==> src/rtl/axi_burst_interface_pkg.sv <==
// Shared types and constants for the AXI3 burst interface: FSM states,
// address-phase payload and the cache-line base helper.
package axi_burst_interface_pkg;

  typedef enum logic [1:0] {
    RD_IDLE = 2'd0,
    RD_AR   = 2'd1,
    RD_R    = 2'd2
  } rd_state_e;

  typedef enum logic [1:0] {
    WR_IDLE      = 2'd0,
    WR_ADDR_DATA = 2'd1,
    WR_B         = 2'd2
  } wr_state_e;

  localparam logic [1:0] AXI_BURST_INCR = 2'b01;
  localparam logic [2:0] AXI_SIZE_WORD  = 3'd2;
  localparam logic [1:0] RESP_OKAY      = 2'b00;

  // Address-phase payload shared by the AR and AW channels
  typedef struct packed {
    logic [31:0] addr;
    logic [3:0]  len;
    logic [2:0]  size;
  } ax_cmd_t;

  function automatic logic [31:0] line_base(input logic [31:0] addr,
                                            input int unsigned off_bits);
    return addr & ~((32'd1 << off_bits) - 32'd1);
  endfunction

endpackage

==> src/rtl/axi_beat_counter.sv <==
// Beat counter for one AXI data channel: loads the burst length, counts
// accepted beats and flags the final beat.
module axi_beat_counter (
  input  logic       clk,
  input  logic       reset,
  input  logic       load_i,
  input  logic [3:0] len_i,
  input  logic       inc_i,
  output logic [3:0] cnt_o,
  output logic       last_o
);

  logic [3:0] cnt_q;
  logic [3:0] len_q;

  // Wraps to zero after the final beat so the next burst starts clean
  always_ff @(posedge clk) begin
    if (reset) begin
      cnt_q <= 4'd0;
      len_q <= 4'd0;
    end else if (load_i) begin
      cnt_q <= 4'd0;
      len_q <= len_i;
    end else if (inc_i) begin
      cnt_q <= last_o ? 4'd0 : cnt_q + 4'd1;
    end
  end

  assign cnt_o  = cnt_q;
  assign last_o = (cnt_q == len_q);

endmodule

==> src/rtl/axi_burst_interface.sv <==
// Cache-line / single-beat AXI3 master: independent read and write FSMs with
// a same-line read-after-write hazard stall.
module axi_burst_interface
  import axi_burst_interface_pkg::*;
#(
  parameter int unsigned LINE_BEATS = 8,
  parameter logic [3:0]  AXI_ID     = 4'b0
) (
  input  logic        clk,
  input  logic        reset,
  // read request port
  input  logic        rd_req,
  input  logic        rd_single,
  input  logic [1:0]  rd_size,
  input  logic [31:0] rd_addr,
  output logic        rd_gnt,
  output logic        rd_beat_valid,
  output logic [31:0] rd_beat_data,
  output logic [3:0]  rd_beat_idx,
  output logic        rd_done,
  output logic        rd_err,
  // write request port
  input  logic        wr_req,
  input  logic        wr_single,
  input  logic [1:0]  wr_size,
  input  logic [3:0]  wr_strb,
  input  logic [31:0] wr_addr,
  output logic        wr_gnt,
  output logic [3:0]  wr_beat_idx,
  output logic        wr_data_ack,
  input  logic [31:0] wr_data,
  output logic        wr_done,
  output logic        wr_err,
  // AXI read address
  output logic [3:0]  arid,
  output logic [31:0] araddr,
  output logic [3:0]  arlen,
  output logic [2:0]  arsize,
  output logic [1:0]  arburst,
  output logic [1:0]  arlock,
  output logic [3:0]  arcache,
  output logic [2:0]  arprot,
  output logic        arvalid,
  input  logic        arready,
  // AXI read data
  input  logic [31:0] rdata,
  input  logic [1:0]  rresp,
  input  logic        rlast,
  input  logic        rvalid,
  output logic        rready,
  // AXI write address
  output logic [3:0]  awid,
  output logic [31:0] awaddr,
  output logic [3:0]  awlen,
  output logic [2:0]  awsize,
  output logic [1:0]  awburst,
  output logic [1:0]  awlock,
  output logic [3:0]  awcache,
  output logic [2:0]  awprot,
  output logic        awvalid,
  input  logic        awready,
  // AXI write data
  output logic [3:0]  wid,
  output logic [31:0] wdata,
  output logic [3:0]  wstrb,
  output logic        wlast,
  output logic        wvalid,
  input  logic        wready,
  // AXI write response
  input  logic [1:0]  bresp,
  input  logic        bvalid,
  output logic        bready
);

  localparam int unsigned LINE_OFF  = $clog2(LINE_BEATS) + 2;
  localparam logic [3:0]  BURST_LEN = 4'(LINE_BEATS - 1);

  rd_state_e  rd_state_q;
  wr_state_e  wr_state_q;
  ax_cmd_t    ar_q, aw_q;
  ax_cmd_t    rd_cmd_c, wr_cmd_c;
  logic       arvalid_q, rready_q, rd_err_q;
  logic       awvalid_q, wvalid_q, bready_q;
  logic [3:0] wstrb_q;
  logic [3:0] rd_cnt, wr_cnt;
  logic       rd_last, wr_last;
  logic       rd_hazard_c, rd_beat_c, rd_beat_err_c;
  logic       aw_done_c, w_done_c;
  logic [31:0] wr_line_src_c;

  // Address-phase payload for a new request: line-aligned INCR burst or raw single
  always_comb begin
    rd_cmd_c.addr = rd_single ? rd_addr : line_base(rd_addr, LINE_OFF);
    rd_cmd_c.len  = rd_single ? 4'd0 : BURST_LEN;
    rd_cmd_c.size = rd_single ? {1'b0, rd_size} : AXI_SIZE_WORD;
    wr_cmd_c.addr = wr_single ? wr_addr : line_base(wr_addr, LINE_OFF);
    wr_cmd_c.len  = wr_single ? 4'd0 : BURST_LEN;
    wr_cmd_c.size = wr_single ? {1'b0, wr_size} : AXI_SIZE_WORD;
  end

  // A write in flight, or one being granted this cycle, blocks reads to its line
  always_comb begin
    wr_line_src_c = (wr_state_q != WR_IDLE) ? aw_q.addr : wr_addr;
    rd_hazard_c   = ((wr_state_q != WR_IDLE) || wr_req) &&
                    (line_base(rd_addr, LINE_OFF) == line_base(wr_line_src_c, LINE_OFF));
  end

  assign rd_gnt        = ~reset & (rd_state_q == RD_IDLE) & rd_req & ~rd_hazard_c;
  assign rd_beat_c     = ~reset & rready_q & rvalid;
  assign rd_beat_err_c = (rresp != RESP_OKAY) || (rlast != rd_last);
  assign rd_beat_valid = rd_beat_c;
  assign rd_beat_data  = rdata;
  assign rd_beat_idx   = rd_cnt;
  assign rd_done       = rd_beat_c & rd_last;
  assign rd_err        = rd_done & (rd_err_q | rd_beat_err_c);

  axi_beat_counter u_rd_cnt (
    .clk    (clk),
    .reset  (reset),
    .load_i (rd_gnt),
    .len_i  (rd_cmd_c.len),
    .inc_i  (rd_beat_c),
    .cnt_o  (rd_cnt),
    .last_o (rd_last)
  );

  always_ff @(posedge clk) begin
    if (reset) begin
      rd_state_q <= RD_IDLE;
      ar_q       <= '0;
      arvalid_q  <= 1'b0;
      rready_q   <= 1'b0;
      rd_err_q   <= 1'b0;
    end else begin
      case (rd_state_q)
        RD_IDLE: begin
          if (rd_gnt) begin
            ar_q       <= rd_cmd_c;
            arvalid_q  <= 1'b1;
            rd_err_q   <= 1'b0;
            rd_state_q <= RD_AR;
          end
        end
        RD_AR: begin
          if (arready) begin
            arvalid_q  <= 1'b0;
            rready_q   <= 1'b1;
            rd_state_q <= RD_R;
          end
        end
        RD_R: begin
          if (rd_beat_c) begin
            if (rd_last) begin
              rready_q   <= 1'b0;
              rd_err_q   <= 1'b0;
              rd_state_q <= RD_IDLE;
            end else begin
              rd_err_q <= rd_err_q | rd_beat_err_c;
            end
          end
        end
        default: rd_state_q <= RD_IDLE;
      endcase
    end
  end

  assign wr_gnt      = ~reset & (wr_state_q == WR_IDLE) & wr_req;
  assign wr_data_ack = ~reset & wvalid_q & wready;
  assign wr_beat_idx = wr_cnt;
  assign wr_done     = ~reset & bready_q & bvalid;
  assign wr_err      = wr_done & (bresp != RESP_OKAY);
  assign aw_done_c   = ~awvalid_q | awready;
  assign w_done_c    = ~wvalid_q | (wready & wr_last);

  axi_beat_counter u_wr_cnt (
    .clk    (clk),
    .reset  (reset),
    .load_i (wr_gnt),
    .len_i  (wr_cmd_c.len),
    .inc_i  (wr_data_ack),
    .cnt_o  (wr_cnt),
    .last_o (wr_last)
  );

  // AW and W retire independently; B is awaited only once both are done
  always_ff @(posedge clk) begin
    if (reset) begin
      wr_state_q <= WR_IDLE;
      aw_q       <= '0;
      wstrb_q    <= 4'd0;
      awvalid_q  <= 1'b0;
      wvalid_q   <= 1'b0;
      bready_q   <= 1'b0;
    end else begin
      case (wr_state_q)
        WR_IDLE: begin
          if (wr_gnt) begin
            aw_q       <= wr_cmd_c;
            wstrb_q    <= wr_single ? wr_strb : 4'hF;
            awvalid_q  <= 1'b1;
            wvalid_q   <= 1'b1;
            wr_state_q <= WR_ADDR_DATA;
          end
        end
        WR_ADDR_DATA: begin
          if (awvalid_q && awready) awvalid_q <= 1'b0;
          if (wr_data_ack && wr_last) wvalid_q <= 1'b0;
          if (aw_done_c && w_done_c) begin
            bready_q   <= 1'b1;
            wr_state_q <= WR_B;
          end
        end
        WR_B: begin
          if (bvalid) begin
            bready_q   <= 1'b0;
            wr_state_q <= WR_IDLE;
          end
        end
        default: wr_state_q <= WR_IDLE;
      endcase
    end
  end

  assign arid    = AXI_ID;
  assign araddr  = ar_q.addr;
  assign arlen   = ar_q.len;
  assign arsize  = ar_q.size;
  assign arburst = AXI_BURST_INCR;
  assign arlock  = 2'b00;
  assign arcache = 4'b0000;
  assign arprot  = 3'b000;
  assign arvalid = arvalid_q;
  assign rready  = rready_q;

  assign awid    = AXI_ID;
  assign awaddr  = aw_q.addr;
  assign awlen   = aw_q.len;
  assign awsize  = aw_q.size;
  assign awburst = AXI_BURST_INCR;
  assign awlock  = 2'b00;
  assign awcache = 4'b0000;
  assign awprot  = 3'b000;
  assign awvalid = awvalid_q;

  assign wid     = AXI_ID;
  assign wdata   = wr_data;
  assign wstrb   = wstrb_q;
  assign wlast   = wvalid_q & wr_last;
  assign wvalid  = wvalid_q;
  assign bready  = bready_q;

endmodule
==> config.mk <==
export PLATFORM = sky130hd
export DESIGN_NAME = axi_burst_interface
export DESIGN_NICKNAME = d
export VERILOG_FILES = /design/src/rtl/axi_burst_interface_pkg.sv /design/src/rtl/axi_beat_counter.sv /design/src/rtl/axi_burst_interface.sv
export SDC_FILE = /design/constraint.sdc
export NUM_CORES = 1
export LEC_CHECK = 0
export BUFFER_PORTS_ARGS = -buffer_cell sky130_fd_sc_hd__clkbuf_2
export CAP_MARGIN = 20
export CORE_AREA = 5 5 134 136
export DETAILED_ROUTE_END_ITERATION = 7
export DIE_AREA = 0 0 139 141
export SLEW_MARGIN = 20
export SYNTH_ARGS = -nofsm -noshare
export SYNTH_HDL_FRONTEND = slang
export SYNTH_SLANG_ARGS = --single-unit
export TNS_END_PERCENT = 30
==> constraint.sdc <==
create_clock -name clk -period 5.3 [get_ports clk]
set_input_delay 0.53 -clock clk [delete_from_list [all_inputs] [get_ports clk]]
set_output_delay 0.53 -clock clk [all_outputs]
set_load 0.02 [all_outputs]
**Yosys cells after proc, flatten, opt, wreduce, memory -nomap -nowiden**

Index checks and enable logic that the tools add are counted.

- Register bits: 108
- Input bits: 152
- Output and inout bits: 202
- Word-level logic and storage cells: 127

- Add/subtract/negate cells: 2
- Equal/unequal tests: 17
- Muxes and demuxes: 38
- Bitwise gates (word level): 23
- Reduce and logical (&&, ||, !) cells: 28

Operators by type and width:

| kind | count |
|---|---|
| two-way mux 32 bit | 1 |
| equality test 27 bit | 1 |
| two-way mux 2 bit | 9 |
| inequality test 2 bit, second input constant | 9 |
| AND reduction 3 bit | 6 |
| bitwise AND 1 bit | 16 |
| nonzero test 2 bit | 8 |
| two-way mux 1 bit | 13 |
| two-way mux 4 bit | 3 |
| one-hot mux 1 bit (2 select lines) | 6 |
| one-hot mux 2 bit (3 select lines) | 2 |
| two-way mux 5 bit | 2 |
| adder 4 x 1 -> 4 bit, second input constant | 2 |
| equality test 4 bit | 2 |
| AND reduction 4 bit | 2 |
| two-way mux 3 bit | 2 |
| equality test 2 x 1 -> 1 bit, second input constant | 2 |
| equality test 2 bit, second input constant | 2 |
| logical AND 1 bit | 4 |
| zero test 2 bit | 2 |
| NOT 1 bit | 4 |
| AND reduction 2 bit | 2 |
| OR reduction 2 bit | 2 |
| bitwise OR 1 bit | 3 |
| other kinds (2) | 3 |

**Depth between registers and ports, before layout**

- Depth after elaboration: 8
- Gate-level depth with buffers: 11
- Mapped depth without buffers: 8

**By module**

A second synthesis with hierarchy kept.

- Cell total of the unflattened synthesis: 650
- Area, all modules: 5,624.1 um^2

By module, submodules not included:

| module | times used | cells an instance | area each (um^2) | seq. area each (um^2) |
|---|---|---|---|---|
| axi_burst_interface | 1 | 568 | 4,750.8 | 1,681.6 |
| axi_beat_counter | 2 | 41 | 436.7 | 160.2 |

**Worst setup path before layout**

Ideal clock, no wire load.

- Kind: input port to output port
- From: input port wr_addr[14]
- To: output port rd_gnt
- Arrival: 2,160 ps
- Required time: 4,770 ps
- Slack: 2,610 ps
- Cell stages on the path: 8
- Path buffers: 1
- Cells stage by stage: or3_1 -> a21o_1 -> a211oi_1 -> nand4_1 -> or4_1 -> o21ai_2 -> buf_6 -> inv_2

- Word-level cells in the longest chain between the ends: 5

RTL lines:

| item | RTL line | text |
|---|---|---|
| start: declaration | axi_burst_interface.sv:27 | `input logic [31:0] wr_addr,` |
| two-way mux 32 bit | axi_burst_interface.sv:103 | `wr_line_src_c = (wr_state_q != WR_IDLE) ? aw_q.addr : wr_addr;` |
| equality test 27 bit | axi_burst_interface.sv:105 | `(line_base(rd_addr, LINE_OFF) == line_base(wr_line_src_c, LINE_OFF));` |
| logical AND 1 bit | axi_burst_interface.sv:104 | `rd_hazard_c = ((wr_state_q != WR_IDLE) \|\| wr_req) &&` |
| NOT 1 bit | axi_burst_interface.sv:108 | `assign rd_gnt = ~reset & (rd_state_q == RD_IDLE) & rd_req & ~rd_hazard_c;` |
| bitwise AND 1 bit | axi_burst_interface.sv:108 |  |
| end: declaration | axi_burst_interface.sv:16 | `output logic rd_gnt,` |

Every way passes these cells.

**Worst setup path in the final report**

- From: register wr_state_q[0]
- To: output port wr_gnt

- Word-level cells in the longest chain between the ends: 3

RTL lines:

| item | RTL line | text |
|---|---|---|
| start: declaration | axi_burst_interface.sv:79 | `wr_state_e wr_state_q;` |
| start signal: assignment | axi_burst_interface.sv:188 | `wr_state_q <= WR_IDLE;` |
| start signal: assignment | axi_burst_interface.sv:202 | `wr_state_q <= WR_ADDR_DATA;` |
| start signal: assignment | axi_burst_interface.sv:210 | `wr_state_q <= WR_B;` |
| zero test 2 bit | axi_burst_interface.sv:167 | `assign wr_gnt = ~reset & (wr_state_q == WR_IDLE) & wr_req;` |
| bitwise AND 1 bit (2 in series) | axi_burst_interface.sv:167 |  |
| end: declaration | axi_burst_interface.sv:28 | `output logic wr_gnt,` |

Every way passes these cells.

==> run_summary.xml <==
<?xml version="1.0" encoding="UTF-8"?>
<metrics>
  <group name="floorplan">
    <metric name="floorplan.initialDensity" unit="%">30.7</metric>
    <metric name="design.die.area" unit="µm²">19600</metric>
    <metric name="die_width" unit="µm">139</metric>
    <metric name="pin_count" unit="">354</metric>
    <metric name="core" unit="µm²">16800</metric>
    <metric name="die_h" unit="µm">141</metric>
    <metric name="std_cell_rows" unit="">48</metric>
  </group>
  <group name="timing">
    <metric name="finalWorstPathRequiredPeriod" unit="ns">3.98</metric>
    <metric name="setup_viol" unit="">0</metric>
    <metric name="grt_setup_unrepaired" unit="">no</metric>
    <metric name="maxClockFrequency" unit="MHz">251</metric>
    <metric name="finalHoldViolations" unit="">0</metric>
    <metric name="period_share" unit="%">75.1</metric>
    <metric name="tightestPinTransition" unit="ns">0.845</metric>
    <metric name="relSlewSlack" unit="%">43.6</metric>
    <metric name="clock_skew" unit="ns">0.00828</metric>
    <metric name="fin_setup_tns" unit="ns">0</metric>
    <metric name="drv_slew" unit="">0</metric>
  </group>
  <group name="logic_synthesis">
    <metric name="synthTopCellsByArea" unit="">sky130_fd_sc_hd__dfxtp_1 (36%), sky130_fd_sc_hd__buf_4 (16%), sky130_fd_sc_hd__mux2i_1 (5.8%), sky130_fd_sc_hd__a22o_1 (4.6%), sky130_fd_sc_hd__nand2_1 (4.0%)</metric>
    <metric name="post-synth-top-count-cell" unit="">sky130_fd_sc_hd__buf_4</metric>
    <metric name="yosysTopAreaCellShare" unit="%">36.5</metric>
    <metric name="synth.ff_latch_count" unit="">94</metric>
    <metric name="ys_seq_area_share" unit="%">36.5</metric>
    <metric name="post_synthesis_cell_type_with_the_largest_combined_area" unit="">sky130_fd_sc_hd__dfxtp_1</metric>
    <metric name="synth_edf_count" unit="">0</metric>
    <metric name="ys_top_cells_by_count" unit="">sky130_fd_sc_hd__buf_4 (108), sky130_fd_sc_hd__dfxtp_1 (94), sky130_fd_sc_hd__nand2_1 (55)</metric>
    <metric name="main_flop_type_after_synthesis" unit="">sky130_fd_sc_hd__dfxtp_1</metric>
    <metric name="yosysUniqueCellTypes" unit="">65</metric>
    <metric name="synth_cell_area" unit="µm²">5160</metric>
    <metric name="synthArstFlopShare" unit="%">0</metric>
    <metric name="synthesis.yosys.warnings" unit="">0</metric>
    <metric name="synth_cells" unit="">579</metric>
    <metric name="per_instance_average_area_after_synthesis" unit="µm²">8.92</metric>
  </group>
  <group name="clock_tree">
    <metric name="cts-root-buf" unit="">sky130_fd_sc_hd__clkbuf_16</metric>
    <metric name="clock_sinks" unit="">94</metric>
    <metric name="cts_hold_repair.buffers" unit="">0</metric>
    <metric name="clock_transition_at_the_register_clock_pins_on_the_worst_setup_and_hold_paths_after_cts" unit="ns">0.07</metric>
    <metric name="clock_insertion_delay_at_the_later_pin_of_the_skew_report" unit="ns">0.35</metric>
    <metric name="htree_num_levels" unit="">3</metric>
    <metric name="post_cts_buffers" unit="">0</metric>
    <metric name="cts-resized-gates" unit="">0</metric>
    <metric name="tritoncts" unit="">yes</metric>
    <metric name="clock_path_buffers" unit="">2</metric>
    <metric name="inserted_clock_buffers" unit="">9</metric>
  </group>
  <group name="route">
    <metric name="routed_wire_length_per_instance" unit="µm">17.7</metric>
    <metric name="dr.pass1.iters" unit="">4</metric>
    <metric name="route.layer.met1.wl" unit="µm">7120</metric>
    <metric name="met2RoutedLength" unit="µm">7380</metric>
    <metric name="post-route-drc-count" unit="">0</metric>
    <metric name="met3_length" unit="µm">1240</metric>
    <metric name="drt_iter0_markers" unit="">153</metric>
    <metric name="route.final.wire_length" unit="µm">16300</metric>
    <metric name="num_vias" unit="">4325</metric>
    <metric name="ant_nets" unit="">0</metric>
    <metric name="via_per_inst" unit="">4.71</metric>
    <metric name="highest-signal-layer" unit="">met4</metric>
  </group>
  <group name="critical_path">
    <metric name="crit_path_max_fanout" unit="">24</metric>
    <metric name="r2r_slack" unit="ns">1.48</metric>
    <metric name="worst_ep_arrival_time" unit="ns">3.45</metric>
    <metric name="timing.critical_path.from_type" unit="">flip-flop</metric>
    <metric name="critical_path.reg2reg.endpoint" unit="">araddr[5]$_SDFFE_PP0P_</metric>
    <metric name="cp_data_required_time" unit="ns">4.77</metric>
    <metric name="worst-r2r-cell-count" unit="">8</metric>
    <metric name="crit_path_end_kind" unit="">primary output</metric>
    <metric name="timing.setup.critical_path_class" unit="">reg -&gt; out</metric>
    <metric name="rr_startpoint" unit="">wr_state_q[0]$_SDFFE_PP0P_</metric>
  </group>
  <group name="power">
    <metric name="power_leakage" unit="nW">2.94</metric>
    <metric name="power.net_switching" unit="mW">0.599</metric>
    <metric name="irDropWorstVdd" unit="µV">158</metric>
    <metric name="combinationalPowerShare" unit="%">21.3</metric>
    <metric name="seq_power_share" unit="%">40.4</metric>
    <metric name="cellInternalPower" unit="mW">1.39</metric>
    <metric name="clock_power_share" unit="%">38.3</metric>
    <metric name="pwr_density_cell" unit="nW/µm²">331</metric>
    <metric name="power.switching_fraction" unit="%">30.1</metric>
  </group>
  <group name="hold_path">
    <metric name="min-delay-start" unit="">wr_addr[4]</metric>
    <metric name="whs_path_depth" unit="">2</metric>
    <metric name="worst_hold_path_ep" unit="">awaddr[4]$_SDFFE_PP0P_</metric>
    <metric name="hold_class" unit="">in -&gt; reg</metric>
  </group>
  <group name="global_routing">
    <metric name="grt_overflow_total" unit="">0</metric>
    <metric name="number_of_global_route_vias_before_repair" unit="">4213</metric>
    <metric name="grt_util_all_layers" unit="%">16.0</metric>
    <metric name="grt_start_max_net_pins" unit="">38</metric>
    <metric name="antenna_found_initial" unit="">2</metric>
    <metric name="grt_pass1_wl" unit="µm">24400</metric>
  </group>
  <group name="placed_design">
    <metric name="placedInstanceArea" unit="µm²">5660</metric>
    <metric name="dp.final_hpwl" unit="µm">12700</metric>
    <metric name="numPortBuffers" unit="">187</metric>
    <metric name="place_congestion" unit="">0.878</metric>
  </group>
  <group name="layout">
    <metric name="layout.nets" unit="">840</metric>
    <metric name="layout-drive-gt1-share" unit="%">34.6</metric>
    <metric name="synthToLayoutAreaGrowth" unit="%">16.5</metric>
    <metric name="finalInstanceArea" unit="µm²">6010</metric>
  </group>
  <group name="run_status">
    <metric name="run_status" unit="">finished, final reports clean</metric>
  </group>
  <group name="job">
    <metric name="max-cap-violations" unit="">0</metric>
  </group>
</metrics>
-- power groups by stage --
stage	logic (mW)	registers, mW	clock network (mW)
floorplan	0.311	0.870	0
global placement	0.422	0.821	0
detailed placement	0.428	0.821	0
CTS	0.429	0.805	0.790
global route	0.461	0.814	0.812
finish	0.424	0.805	0.762
-- how the worst max path moves through the flow --
stage,start,end,slack (ns),cells past startpoint
floorplan,wr_addr[14],rd_gnt,2.61,8
global placement,wr_state_q[0]$_SDFFE_PP0P_,araddr[11]$_SDFFE_PP0P_,1.59,8
detailed placement,wr_state_q[0]$_SDFFE_PP0P_,araddr[14]$_SDFFE_PP0P_,1.46,8
CTS,wr_state_q[0]$_SDFFE_PP0P_,wr_gnt,1.24,4
global route,wr_state_q[0]$_SDFFE_PP0P_,wr_gnt,1.02,4
finish,wr_state_q[0]$_SDFFE_PP0P_,wr_gnt,1.32,4
-- stage by stage --
step	instances	setup WS, ns	power [mW]	util, %	hold WS (ns)
after global placement	899	1.59	1.24	33.5	0.435
after global routing	918	1.02	2.09	35.8	0.382
after CTS	916	1.24	2.02	35.7	0.367
final	918	1.32	1.99	35.8	0.386
after floorplan	615	2.61	1.18	-	0.438
after detailed placement	900	1.46	1.25	33.7	0.441
-- flip-flops by register name, summed over array words and instances (netlist names), 2 cells and up --
name            flops
arsize              2
wstrb               4
wr_state_q          2
araddr             32
u_wr_cnt.cnt_o      4
rd_state_q          2
awsize              2
u_rd_cnt.cnt_o      4
awaddr             32
-- per-layer routing --
metal	GRT usage (%)	vias up
li1	-	2093
met1	19.5	1989
met3	4.78	44
met5	0	-
met2	25.6	199
met4	8.19	0
-- cell usage in the layout, fill, tap and decap left out, types with 8 or more instances in the layout --
cell type,n
sky130_fd_sc_hd__nor2_1,10
sky130_fd_sc_hd__nand3b_1,8
sky130_fd_sc_hd__clkbuf_2,187
sky130_fd_sc_hd__nor2b_1,31
sky130_fd_sc_hd__mux2i_1,30
sky130_fd_sc_hd__mux2_2,18
sky130_fd_sc_hd__a21oi_1,16
sky130_fd_sc_hd__o21ai_0,28
sky130_fd_sc_hd__a22o_1,27
sky130_fd_sc_hd__inv_1,24
sky130_fd_sc_hd__nand2_1,55
sky130_fd_sc_hd__conb_1,38
sky130_fd_sc_hd__clkbuf_16,9
sky130_fd_sc_hd__dfxtp_1,94
sky130_fd_sc_hd__nand4_1,10
-- cells by family after synthesis --
group | synth area share (%)
AOI/OAI and AO/OA | 15.9
xor gates and xnor gates | 1.19
adders and majority gates | 0.485
buffers and inverters | 20.0
DFF | 36.5
muxes | 9.74
other | 0.145
and+or+nand+nor | 16.1
-- worst max-delay path, stage by stage (launching register included) --
cell and delay, ns:
sky130_fd_sc_hd__dfxtp_1 0.55, sky130_fd_sc_hd__nor2_4 0.69, sky130_fd_sc_hd__nand3_1 0.67, sky130_fd_sc_hd__inv_1 0.87, sky130_fd_sc_hd__clkbuf_2 0.30
-- final cells by class --
type                       count  area [µm²]
fill                        1785       10800
multi-input combinational    363        2400
sequential                    94        1880
timing repair buffer         193        1000
tap                          225         282
clock buffer                  10         239
clock inverter                 6         109
inverter                      25        93.8
antenna                        2        5.00
Note: power is estimated with default switching activity, not from simulation.
